`src/rtl/rf_write_arbiter_if.sv`:
```
// ---------------------------------------------------------------------------
// rf_write_arbiter_if
//   Bundles every signal of the register-file write arbiter except clk/rst_n.
//   master : the surrounding pipeline (WB register, multi-cycle unit, decode)
//            and the register-file side that observes the write port.
//   slave  : the arbiter itself.
//   Groups:
//     WB stage   : wb_valid, wb_is_call, wb_is_ld, wb_rd, wb_alu_result,
//                  wb_ld_result, wb_pc  -> arbiter ; wb_stall <- arbiter
//     Multi-cycle: mc_valid, mc_rd, mc_data -> arbiter ; mc_ready <- arbiter
//     Scoreboard : sb_set, sb_rd -> arbiter ; busy[15:0] <- arbiter
//     RF port    : rf_we, rf_waddr, rf_wdata <- arbiter (registered)
// ---------------------------------------------------------------------------
interface rf_write_arbiter_if;
  logic        wb_valid;
  logic        wb_is_call;
  logic        wb_is_ld;
  logic [3:0]  wb_rd;
  logic [31:0] wb_alu_result;
  logic [31:0] wb_ld_result;
  logic [31:0] wb_pc;
  logic        wb_stall;

  logic        mc_valid;
  logic        mc_ready;
  logic [3:0]  mc_rd;
  logic [31:0] mc_data;

  logic        sb_set;
  logic [3:0]  sb_rd;
  logic [15:0] busy;

  logic        rf_we;
  logic [3:0]  rf_waddr;
  logic [31:0] rf_wdata;

  modport master (
    output wb_valid, wb_is_call, wb_is_ld, wb_rd, wb_alu_result, wb_ld_result, wb_pc,
    output mc_valid, mc_rd, mc_data,
    output sb_set, sb_rd,
    input  wb_stall, mc_ready, busy,
    input  rf_we, rf_waddr, rf_wdata
  );

  modport slave (
    input  wb_valid, wb_is_call, wb_is_ld, wb_rd, wb_alu_result, wb_ld_result, wb_pc,
    input  mc_valid, mc_rd, mc_data,
    input  sb_set, sb_rd,
    output wb_stall, mc_ready, busy,
    output rf_we, rf_waddr, rf_wdata
  );
endinterface

```
`src/rtl/rf_write_arbiter.sv`:
```
// ---------------------------------------------------------------------------
// rf_write_arbiter
//   Owns the single register-file write port and shares it between the WB
//   stage and the multi-cycle (mul/div) result path. Multi-cycle results are
//   always queued in a DEPTH-entry FIFO and drained whenever WB leaves the
//   port idle. A 16-bit busy scoreboard tracks registers with an outstanding
//   multi-cycle write so decode can stall on them.
//
//   Ports:
//     clk    - rising-edge clock
//     rst_n  - asynchronous active-low reset
//     rf     - rf_write_arbiter_if.slave (WB inputs + wb_stall, multi-cycle
//              handshake, scoreboard set/busy, registered RF write port)
//
//   Parameters:
//     DEPTH        - multi-cycle FIFO entries (power of two, >= 2)
//     STARVE_LIMIT - consecutive WB wins with a non-empty FIFO before the FIFO
//                    head is forced onto the port
//
//   Build option:
//     RF_WR_STARVE_GUARD_EN - when defined, adds the starvation counter and a
//     one-cycle FORCE state that grants the FIFO head and stalls WB. When not
//     defined WB has strict priority and wb_stall is tied low.
// ---------------------------------------------------------------------------
module rf_write_arbiter #(
  parameter int DEPTH        = 2,
  parameter int STARVE_LIMIT = 4
) (
  input logic               clk,
  input logic               rst_n,
  rf_write_arbiter_if.slave rf
);

  localparam int PTR_W = $clog2(DEPTH);
  localparam int CNT_W = PTR_W + 1;

  typedef struct packed {
    logic [3:0]  rd;
    logic [31:0] data;
  } mc_entry_t;

  mc_entry_t        fifo_q [DEPTH];
  mc_entry_t        fifo_d [DEPTH];
  logic [PTR_W-1:0] wr_ptr_q, wr_ptr_d;
  logic [PTR_W-1:0] rd_ptr_q, rd_ptr_d;
  logic [CNT_W-1:0] count_q, count_d;
  logic [15:0]      busy_q, busy_d;
  logic             rf_we_q, rf_we_d;
  logic [3:0]       rf_waddr_q, rf_waddr_d;
  logic [31:0]      rf_wdata_q, rf_wdata_d;

  logic             fifo_empty;
  logic             fifo_ready;
  logic             push;
  logic             pop;
  logic             wb_win;
  logic             force_grant;
  mc_entry_t        head;

  // Readiness uses the pre-pop count: a full FIFO never passes a result
  // straight through to the port in the same cycle.
  assign fifo_empty = (count_q == '0);
  assign fifo_ready = (count_q < CNT_W'(DEPTH));
  assign push       = rf.mc_valid && fifo_ready;
  assign wb_win     = rf.wb_valid && !force_grant;
  assign pop        = !wb_win && !fifo_empty;
  assign head       = fifo_q[rd_ptr_q];

  always_comb begin
    fifo_d     = fifo_q;
    wr_ptr_d   = wr_ptr_q;
    rd_ptr_d   = rd_ptr_q;
    count_d    = count_q;
    busy_d     = busy_q;
    rf_we_d    = 1'b0;
    rf_waddr_d = rf_waddr_q;
    rf_wdata_d = rf_wdata_q;

    // Write-port selection; a call overrides a load if both flags are set.
    if (wb_win) begin
      rf_we_d = 1'b1;
      if (rf.wb_is_call) begin
        rf_waddr_d = 4'hF;
        rf_wdata_d = rf.wb_pc + 32'd4;
      end else if (rf.wb_is_ld) begin
        rf_waddr_d = rf.wb_rd;
        rf_wdata_d = rf.wb_ld_result;
      end else begin
        rf_waddr_d = rf.wb_rd;
        rf_wdata_d = rf.wb_alu_result;
      end
    end else if (pop) begin
      rf_we_d    = 1'b1;
      rf_waddr_d = head.rd;
      rf_wdata_d = head.data;
    end

    if (pop) begin
      rd_ptr_d           = rd_ptr_q + PTR_W'(1);
      busy_d[head.rd]    = 1'b0;
    end

    // Applied after the pop clear so a same-cycle set of the same register wins.
    if (rf.sb_set) begin
      busy_d[rf.sb_rd] = 1'b1;
    end

    if (push) begin
      fifo_d[wr_ptr_q] = '{rd: rf.mc_rd, data: rf.mc_data};
      wr_ptr_d         = wr_ptr_q + PTR_W'(1);
    end

    case ({push, pop})
      2'b10:   count_d = count_q + CNT_W'(1);
      2'b01:   count_d = count_q - CNT_W'(1);
      default: count_d = count_q;
    endcase
  end

  // Stage boundary: FIFO, scoreboard and registered write port.
  always_ff @(posedge clk or negedge rst_n) begin
    if (!rst_n) begin
      fifo_q     <= '{default: '0};
      wr_ptr_q   <= '0;
      rd_ptr_q   <= '0;
      count_q    <= '0;
      busy_q     <= '0;
      rf_we_q    <= 1'b0;
      rf_waddr_q <= '0;
      rf_wdata_q <= '0;
    end else begin
      fifo_q     <= fifo_d;
      wr_ptr_q   <= wr_ptr_d;
      rd_ptr_q   <= rd_ptr_d;
      count_q    <= count_d;
      busy_q     <= busy_d;
      rf_we_q    <= rf_we_d;
      rf_waddr_q <= rf_waddr_d;
      rf_wdata_q <= rf_wdata_d;
    end
  end

`ifdef RF_WR_STARVE_GUARD_EN
  typedef enum logic {
    ST_NORMAL = 1'b0,
    ST_FORCE  = 1'b1
  } state_e;

  localparam int STARVE_W = (STARVE_LIMIT > 1) ? $clog2(STARVE_LIMIT) : 1;

  state_e              state_q, state_d;
  logic [STARVE_W-1:0] starve_q, starve_d;

  // Stage boundary: arbitration state and starvation counter.
  always_ff @(posedge clk or negedge rst_n) begin
    if (!rst_n) begin
      state_q  <= ST_NORMAL;
      starve_q <= '0;
    end else begin
      state_q  <= state_d;
      starve_q <= starve_d;
    end
  end

  // The counter only runs while WB keeps beating a waiting FIFO; any pop or
  // an empty FIFO resets it. The win that reaches LIMIT-1 schedules one
  // FORCE cycle in which the FIFO head takes the port and WB holds.
  always_comb begin
    state_d  = state_q;
    starve_d = starve_q;
    case (state_q)
      ST_NORMAL: begin
        if (rf.wb_valid && !fifo_empty) begin
          if (starve_q == STARVE_W'(STARVE_LIMIT - 1)) begin
            state_d  = ST_FORCE;
            starve_d = '0;
          end else begin
            starve_d = starve_q + STARVE_W'(1);
          end
        end else begin
          starve_d = '0;
        end
      end
      ST_FORCE: begin
        state_d  = ST_NORMAL;
        starve_d = '0;
      end
      default: begin
        state_d  = ST_NORMAL;
        starve_d = '0;
      end
    endcase
  end

  assign force_grant = (state_q == ST_FORCE);
  assign rf.wb_stall = force_grant;
`else
  logic unused_starve_limit;
  assign unused_starve_limit = ^STARVE_LIMIT;
  assign force_grant         = 1'b0;
  assign rf.wb_stall         = 1'b0;
`endif

  assign rf.mc_ready = fifo_ready;
  assign rf.busy     = busy_q;
  assign rf.rf_we    = rf_we_q;
  assign rf.rf_waddr = rf_waddr_q;
  assign rf.rf_wdata = rf_wdata_q;

endmodule

```
`src/flat_wrapper.sv`:
```
// flat-port wrapper written by rule: the top's interface ports become plain ports
module rf_write_arbiter_flat 
#(
  parameter int DEPTH        = 2,
  parameter int STARVE_LIMIT = 4
)
  (clk, rst_n, rf_wb_valid, rf_wb_is_call, rf_wb_is_ld, rf_wb_rd, rf_wb_alu_result, rf_wb_ld_result, rf_wb_pc, rf_mc_valid, rf_mc_rd, rf_mc_data, rf_sb_set, rf_sb_rd, rf_wb_stall, rf_mc_ready, rf_busy, rf_rf_we, rf_rf_waddr, rf_rf_wdata);
  rf_write_arbiter_if rf_i ();
  input logic clk;
  input logic rst_n;
  input wire logic [$bits(rf_i.wb_valid)-1:0] rf_wb_valid;
  input wire logic [$bits(rf_i.wb_is_call)-1:0] rf_wb_is_call;
  input wire logic [$bits(rf_i.wb_is_ld)-1:0] rf_wb_is_ld;
  input wire logic [$bits(rf_i.wb_rd)-1:0] rf_wb_rd;
  input wire logic [$bits(rf_i.wb_alu_result)-1:0] rf_wb_alu_result;
  input wire logic [$bits(rf_i.wb_ld_result)-1:0] rf_wb_ld_result;
  input wire logic [$bits(rf_i.wb_pc)-1:0] rf_wb_pc;
  input wire logic [$bits(rf_i.mc_valid)-1:0] rf_mc_valid;
  input wire logic [$bits(rf_i.mc_rd)-1:0] rf_mc_rd;
  input wire logic [$bits(rf_i.mc_data)-1:0] rf_mc_data;
  input wire logic [$bits(rf_i.sb_set)-1:0] rf_sb_set;
  input wire logic [$bits(rf_i.sb_rd)-1:0] rf_sb_rd;
  output wire logic [$bits(rf_i.wb_stall)-1:0] rf_wb_stall;
  output wire logic [$bits(rf_i.mc_ready)-1:0] rf_mc_ready;
  output wire logic [$bits(rf_i.busy)-1:0] rf_busy;
  output wire logic [$bits(rf_i.rf_we)-1:0] rf_rf_we;
  output wire logic [$bits(rf_i.rf_waddr)-1:0] rf_rf_waddr;
  output wire logic [$bits(rf_i.rf_wdata)-1:0] rf_rf_wdata;
  assign rf_i.wb_valid = rf_wb_valid;
  assign rf_i.wb_is_call = rf_wb_is_call;
  assign rf_i.wb_is_ld = rf_wb_is_ld;
  assign rf_i.wb_rd = rf_wb_rd;
  assign rf_i.wb_alu_result = rf_wb_alu_result;
  assign rf_i.wb_ld_result = rf_wb_ld_result;
  assign rf_i.wb_pc = rf_wb_pc;
  assign rf_i.mc_valid = rf_mc_valid;
  assign rf_i.mc_rd = rf_mc_rd;
  assign rf_i.mc_data = rf_mc_data;
  assign rf_i.sb_set = rf_sb_set;
  assign rf_i.sb_rd = rf_sb_rd;
  assign rf_wb_stall = rf_i.wb_stall;
  assign rf_mc_ready = rf_i.mc_ready;
  assign rf_busy = rf_i.busy;
  assign rf_rf_we = rf_i.rf_we;
  assign rf_rf_waddr = rf_i.rf_waddr;
  assign rf_rf_wdata = rf_i.rf_wdata;
  rf_write_arbiter #(.DEPTH(DEPTH), .STARVE_LIMIT(STARVE_LIMIT)) u_core (.clk(clk), .rst_n(rst_n), .rf(rf_i));
endmodule
```
`config.mk`:
```
export PLATFORM = sky130hd
export DESIGN_NAME = rf_write_arbiter_flat
export DESIGN_NICKNAME = d
export VERILOG_FILES = /design/src/rtl/rf_write_arbiter_if.sv /design/src/rtl/rf_write_arbiter.sv /design/src/flat_wrapper.sv
export SDC_FILE = /design/constraint.sdc
export NUM_CORES = 1
export LEC_CHECK = 0
export ABC_AREA = 1
export BUFFER_PORTS_ARGS = -buffer_cell sky130_fd_sc_hd__buf_2
export CORE_MARGIN = 2
export CORE_UTILIZATION = 53
export CTS_CLUSTER_DIAMETER = 120
export DETAILED_ROUTE_END_ITERATION = 10
export PLACE_DENSITY_LB_ADDON = 0.05
export SLEW_MARGIN = 20
export SYNTH_ARGS = -nofsm -noshare
export SYNTH_HDL_FRONTEND = slang
export SYNTH_SLANG_ARGS = --single-unit
```
`constraint.sdc`:
```
create_clock -name clk -period 2.11 [get_ports clk]
set_input_delay 0.422 -clock clk [delete_from_list [all_inputs] [get_ports clk]]
set_output_delay 0.422 -clock clk [all_outputs]
set_load 0.02 [all_outputs]
```
# Word level (Yosys, flattened, before mapping)
# Cells that the tools add are included.
word_totals:
  input_bits: 147
  output_inout_bits: 55
  elab_cells: 63
  reg_bits: 129
op_classes:
  bitwise: 5
  n_eq_ne: 2
  reduce_logical: 10
  addsub: 5
  order_cmp: 8
  mux: 22
op_table:
  columns: ["cell", "count"]
  rows:
  - ["36-bit 2-to-1 mux", 4]
  - ["32-bit 2-to-1 mux", 4]
  - ["72-bit bitwise mux", 1]
  - ["36-bit demux with 1-bit select", 1]
  - ["32-bit by 3-bit adder with 32-bit output, second input constant", 1]
  - ["16-bit 2-to-1 mux", 2]
  - ["16-bit AND", 1]
  - ["16-bit NOT", 1]
  - ["16-bit bitwise OR", 1]
  - ["4-bit 2-to-1 mux", 3]
  - ["4-bit by 5-bit < comparator with 1-bit output, second input constant", 2]
  - ["1-bit demux with 4-bit select", 2]
  - ["4-bit by 1-bit greater-or-equal comparator with 1-bit output, second input constant", 2]
  - ["1-bit logical AND", 5]
  - ["2-bit greater-or-equal comparator, second input constant", 2]
  - ["1-bit 2-to-1 mux", 4]
  - ["1-bit NOT with 2-bit output", 2]
  - ["2-bit case mux with 2 select lines", 1]
  - ["2-bit nonzero test", 2]
  - ["1-bit adder, second input constant", 2]
  - ["2-bit by 1-bit adder with 2-bit output, second input constant", 1]
  - ["2-bit by 1-bit == test with 1-bit output, second input constant", 1]
  - ["2-bit == test, second input constant", 1]
  - ["1-bit logical NOT", 2]
  - ["other kinds (4)", 4]

# Depth between registers and ports, before layout
depth:
  word_depth: 13
  depth_mapped: 11
  mapped_depth_nobuf: 11

# Worst setup path before layout
# OpenSTA, ideal clock, no wires.
synth_path:
  path_kind: "input-to-reg"
  startpoint: "in rf_wb_valid"
  endpoint: "reg u_core.count_q[1]"
  arrival_time_ns: 1.711
  path_slack_ns: 0.268
  stages: 7
  required_ns: 1.979
  n_path_buf: 2
  setup_ns: 0.131
  path_cell_list: "buf_2 -> nor2_4 -> clkbuf_1 -> ha_1 -> a21oi_1 -> o21ai_0 -> xor2_1"
synth_between:
  elab_chain_cells: 4
  elab_cells_between_ends: 6
  cone_classes: "eq/ne (2); mux (1); reduce/logical (3)"
synth_rtl:
  columns: ["element", "line_no", "rtl"]
  rows:
  - ["from (decl)", "flat_wrapper.sv:11", "input wire logic [$bits(rf_i.wb_valid)-1:0] rf_wb_valid;"]
  - ["1-bit logical NOT (*)", "rf_write_arbiter.sv:66", "assign pop = !wb_win && !fifo_empty;"]
  - ["1-bit logical AND (*)", "rf_write_arbiter.sv:66", null]
  - ["2-bit by 1-bit == test with 1-bit output / 2-bit == test (equally long branches)", "rf_write_arbiter.sv:113", "case ({push, pop})"]
  - ["2-bit case mux with 2 select lines / 2-bit nonzero test (equally long branches)", null, null]
  - ["to (signal assigned)", "rf_write_arbiter.sv:135", "count_q <= count_d;"]
  - ["to (decl)", "rf_write_arbiter.sv:46", "logic [CNT_W-1:0] count_q, count_d;"]
# Every way passes the cells marked *; elsewhere a longest branch is shown, timed or not.
# A chain may end at the register's enable or synchronous reset.

# Worst setup path after layout
layout_path:
  startpoint: "reg u_core.count_q[0]"
  endpoint: "reg u_core.rf_wdata_q[15] (netlist: u_core.rf.rf_wdata[15])"
layout_between:
  elab_chain_cells: 4
layout_rtl:
  columns: ["element", "line_no", "rtl"]
  rows:
  - ["2-bit logical NOT", "rf_write_arbiter.sv:62", "assign fifo_empty = (count_q == '0);"]
  - ["1-bit logical NOT", "rf_write_arbiter.sv:66", null]
  - ["1-bit logical AND", "rf_write_arbiter.sv:66", null]
  - ["2-bit nonzero test (no source line)", null, null]
  - ["to (signal assigned)", "rf_write_arbiter.sv:139", "rf_wdata_q <= rf_wdata_d;"]
  - ["to (decl)", "rf_write_arbiter.sv:50", "logic [31:0] rf_wdata_q, rf_wdata_d;"]
# Every way passes these cells.

==> metrics.csv <==
stage;metric;value;unit
power_and_ir_drop;total_power;11.2;mW
sta;fin_skew;0.00798;ns
yosys;synth-seq-cells;129;
yosys;synth.most_common_cell;nand2_1;
power_and_ir_drop;power_switching;4.42;mW
grt;grt_util_all_layers;29.9;%
clock_network;cts_inserted_buffers;17;
drt;ant_nets;0;
power_and_ir_drop;leakagePower;4.62;nW
sta;fmax;0.572;GHz
grt;grt_pass1_wl;33400;µm
placement;detailedPlace.worstSlack;0.265;ns
floorplanning;rows;42;
layout;syn_to_final_growth;24.6;%
yosys;synth_ff_type;dfrtp_1;
floorplanning;initial_core_util;54.0;%
critical_path;crit_fanout;27;
power_and_ir_drop;clockPowerShare;24.0;%
power_and_ir_drop;p_seq_share;38.3;%
clock_network;worstSkewPairLatency;0.42;ns
layout;fillers;1212;
yosys;synth.cell_area;7130;µm²
critical_path;crit_cells;6;
floorplanning;die-height;120;µm
critical_path;worstReg2RegEnd;u_core.rf.rf_wdata[15];
yosys;synth_seq_area_share;45.3;%
sta;maxSlewHeadroom;56.1;%
critical_path;arrival;2.10;ns
clock_network;clock-sinks;129;
drt;met1_length;9760;µm
yosys;synth_fp_nets;1127;
power_and_ir_drop;power_density;1260;nW/µm²
critical_path;ff2ff_setup_slack;0.36;ns
placement;dp_hpwl;15400;µm
floorplanning;ios;202;
layout;final_util;67.3;%
sta;holdWs;0.256;ns
critical_path;crit_buf_inv;2;
grt;grt_max_degree;73;
clock_network;clk_path_buf_depth;2;
power_and_ir_drop;switching_share;39.5;%
clock_network;cts_root_buf;clkbuf_16;
yosys;synthTopCellsByCount;333 x nand2_1, 129 x dfrtp_1, 126 x o21ai_0, 87 x inv_1, 81 x nor2_1;
sta;fin_crit_sh;82.9;%
yosys;yosysWarnings;0;
sta;period_needed;1.75;ns
layout;instances_no_fill;1359;
floorplanning;chipWidth;120;µm
placement;placed_area;8340;µm²
critical_path;slowest_stage;inv_2;
clock_network;cts_tree;done;
drt;dr.max_layer_used;met5;
critical_path;cp-endpoint;u_core.rf.rf_wdata[15];
sta;setup_tns;0;ns
drt;vias;7046;
layout;drive_gt1_share;23.6;%
sta;setup_slack;0.360;ns
drt;drt-total-wl;21000;µm
yosys;synth_area_leaders;dfrtp_1 45%, nand2_1 18%, o21ai_0 8.8%;
layout;stdcell_area;8880;µm²
sta;tightest_slew;0.658;ns
drt;drt-pass1-iter-count;5;
placement;place_congestion;0.985;
yosys;synth_top_area_share;45.3;%
drt;routed_via_density;5.18;
drt;dr_wl_met3;1400;µm
drt;wire_per_inst;15.5;µm
yosys;synth.avg_cell_area;7.29;µm²
layout;nets;1320;
critical_path;startpoint_type;flip-flop;
critical_path;reg2regPathDepth;6;
power_and_ir_drop;p_int;6.76;mW
drt;dr_wl_met2;9640;µm
power_and_ir_drop;ir_worst_vdd;973;µV
run;max-cap-violations;0;
critical_path;crit_required;2.46;ns
run_status;outcome;finished clean;
grt;overflow;0;
grt;antenna_found_initial;1;
yosys;synth_edf_count;0;
placement;dp_cells;1327;
placement;portBuffers;200;
critical_path;startpoint;u_core.count_q[0];
yosys;ys_async_sr_fraction;100;%
clock_network;cts_resized;0;
sta;setup_violations;0;
yosys;synth_area_leader_cell;dfrtp_1;
critical_path;path_common_cell;nand2_1;
clock_network;htree_num_levels;4;
critical_path;critPathTopFamily;buffers and inverters;
drt;drc;0;
sta;drv_slew;0;
critical_path;worst_setup_path_end_kind;flip-flop;
clock_network;clk_pin_slew;0.06;ns
sta;rsz0062_at_grt;no;
drt;drtIter0Drc;529;
critical_path;worstSetupPathType;reg2reg;
power_and_ir_drop;p_comb_share;37.7;%
yosys;syn_inst;978;
hold_path;hp-class;in2reg;
critical_path;crit_path_max_incr_delay;0.45;ns
layout;num_antenna_cells;0;
grt;first_global_vias;6526;
critical_path;path_cells;nor2_2, nand2_1, inv_2, buf_4, nand2_1, nand3_1;
critical_path;reg2reg_from;u_core.count_q[0];
yosys;yosys.cell_types.count;40;
floorplanning;fp.coreArea;13200;µm²
sta;finalHoldViolCount;0;
floorplanning;die-area;14400;µm²
-- cell type report --
type,instances,area [µm²],share of cell area [%]
clock buffers,25,475,5.35
clock inverters,6,57.6,0.648
inverters,92,345,3.89
multi-input cells,712,3360,37.9
flip-flops and latches,129,3230,36.4
well taps,176,220,2.48
repair buffers,219,1190,13.4
-- layout by cell type, fill, tap and decap left out, types with 2 or more instances in the layout --
cell       instances
dfrtp_1          128
o211ai_1          14
inv_2              4
nor3_1             2
o21ai_1            7
o21ai_0          126
nand4_1            3
clkinv_2           4
or2_2              7
nor2_4             7
mux2i_1           10
nand3_2            3
a21oi_1            5
xnor2_1            5
xor2_1             5
buf_12             3
o31ai_1           10
o22ai_1            4
o311ai_1           2
nand2_2            2
buf_4             15
o21ai_2            3
ha_1               2
nand3_1           59
nand2_1          333
o21bai_1           5
clkbuf_8           2
nor2_1            81
clkbuf_1           6
nor2_2             6
nand3b_1           3
clkbuf_16         17
inv_1             87
buf_2            199
-- registers in the layout, summed over array words and instances, names as in the netlist --
register and flops:
u_core.fifo_q 72, u_core.wr_ptr_q 1, u_core.rf.rf_we 1, u_core.rf.rf_waddr 4, u_core.count_q 2, u_core.rd_ptr_q 1
u_core.rf.busy 16, u_core.rf.rf_wdata 32
-- per-layer routing --
metal  track usage, %  up-vias
met5                0        -
met4             7.87        2
met3             7.13       19
met2             46.9      231
met1             41.8     3271
li1                 -     3523
-- cell families (layout without fill, tap and decap cells) --
family          Yosys count  in the layout  share of synthesized area (%)
compound gates          179            179                           14.0
xor+xnor                 10             10                           1.23
fa+ha+maj                 2              2                          0.351
buf+inv                 137            342                           7.60
flops                   129            129                           45.3
mux                      10             10                           1.40
other cells               1              1                         0.0526
simple gates            510            510                           30.0
-- worst min-delay path, stage by stage --
cell,delay [ns]
buf_2,0.09
inv_1,0.05
o21ai_1,0.06
-- how the worst min path moves through the flow --
stage	start	endpoint	depth (start not counted)
2_1_floorplan	rst_n	u_core.count_q[0]	0
3_3_place_gp	rst_n	u_core.fifo_q[39]	1
3_5_place_dp	rst_n	u_core.fifo_q[7]	1
4_1_cts	rf_sb_rd[1]	u_core.rf.busy[12]	2
5_1_grt	rf_sb_rd[1]	u_core.rf.busy[13]	2
6_report	rf_mc_data[3]	u_core.fifo_q[39]	3
-- power by group through the flow --
stage	Sequential, mW	Clock [mW]	Combinational [mW]
floorplan	4.67	0	2.29
global placement	4.27	0	4.11
CTS	4.26	2.70	4.23
global route	4.40	2.83	4.73
detailed placement	4.28	0	4.19
finish	4.28	2.68	4.21
-- timing repair --
| item | 4_1_cts | 5_1_grt |
|---|---|---|
| buffers inserted | 0 | 0 |
| endpoints found under the hold margin | 47 | 0 |
| endpoints found under the setup margin | 0 | 0 |
| hold buffers | 1 | 0 |
Power figures use the tool's default switching activity.
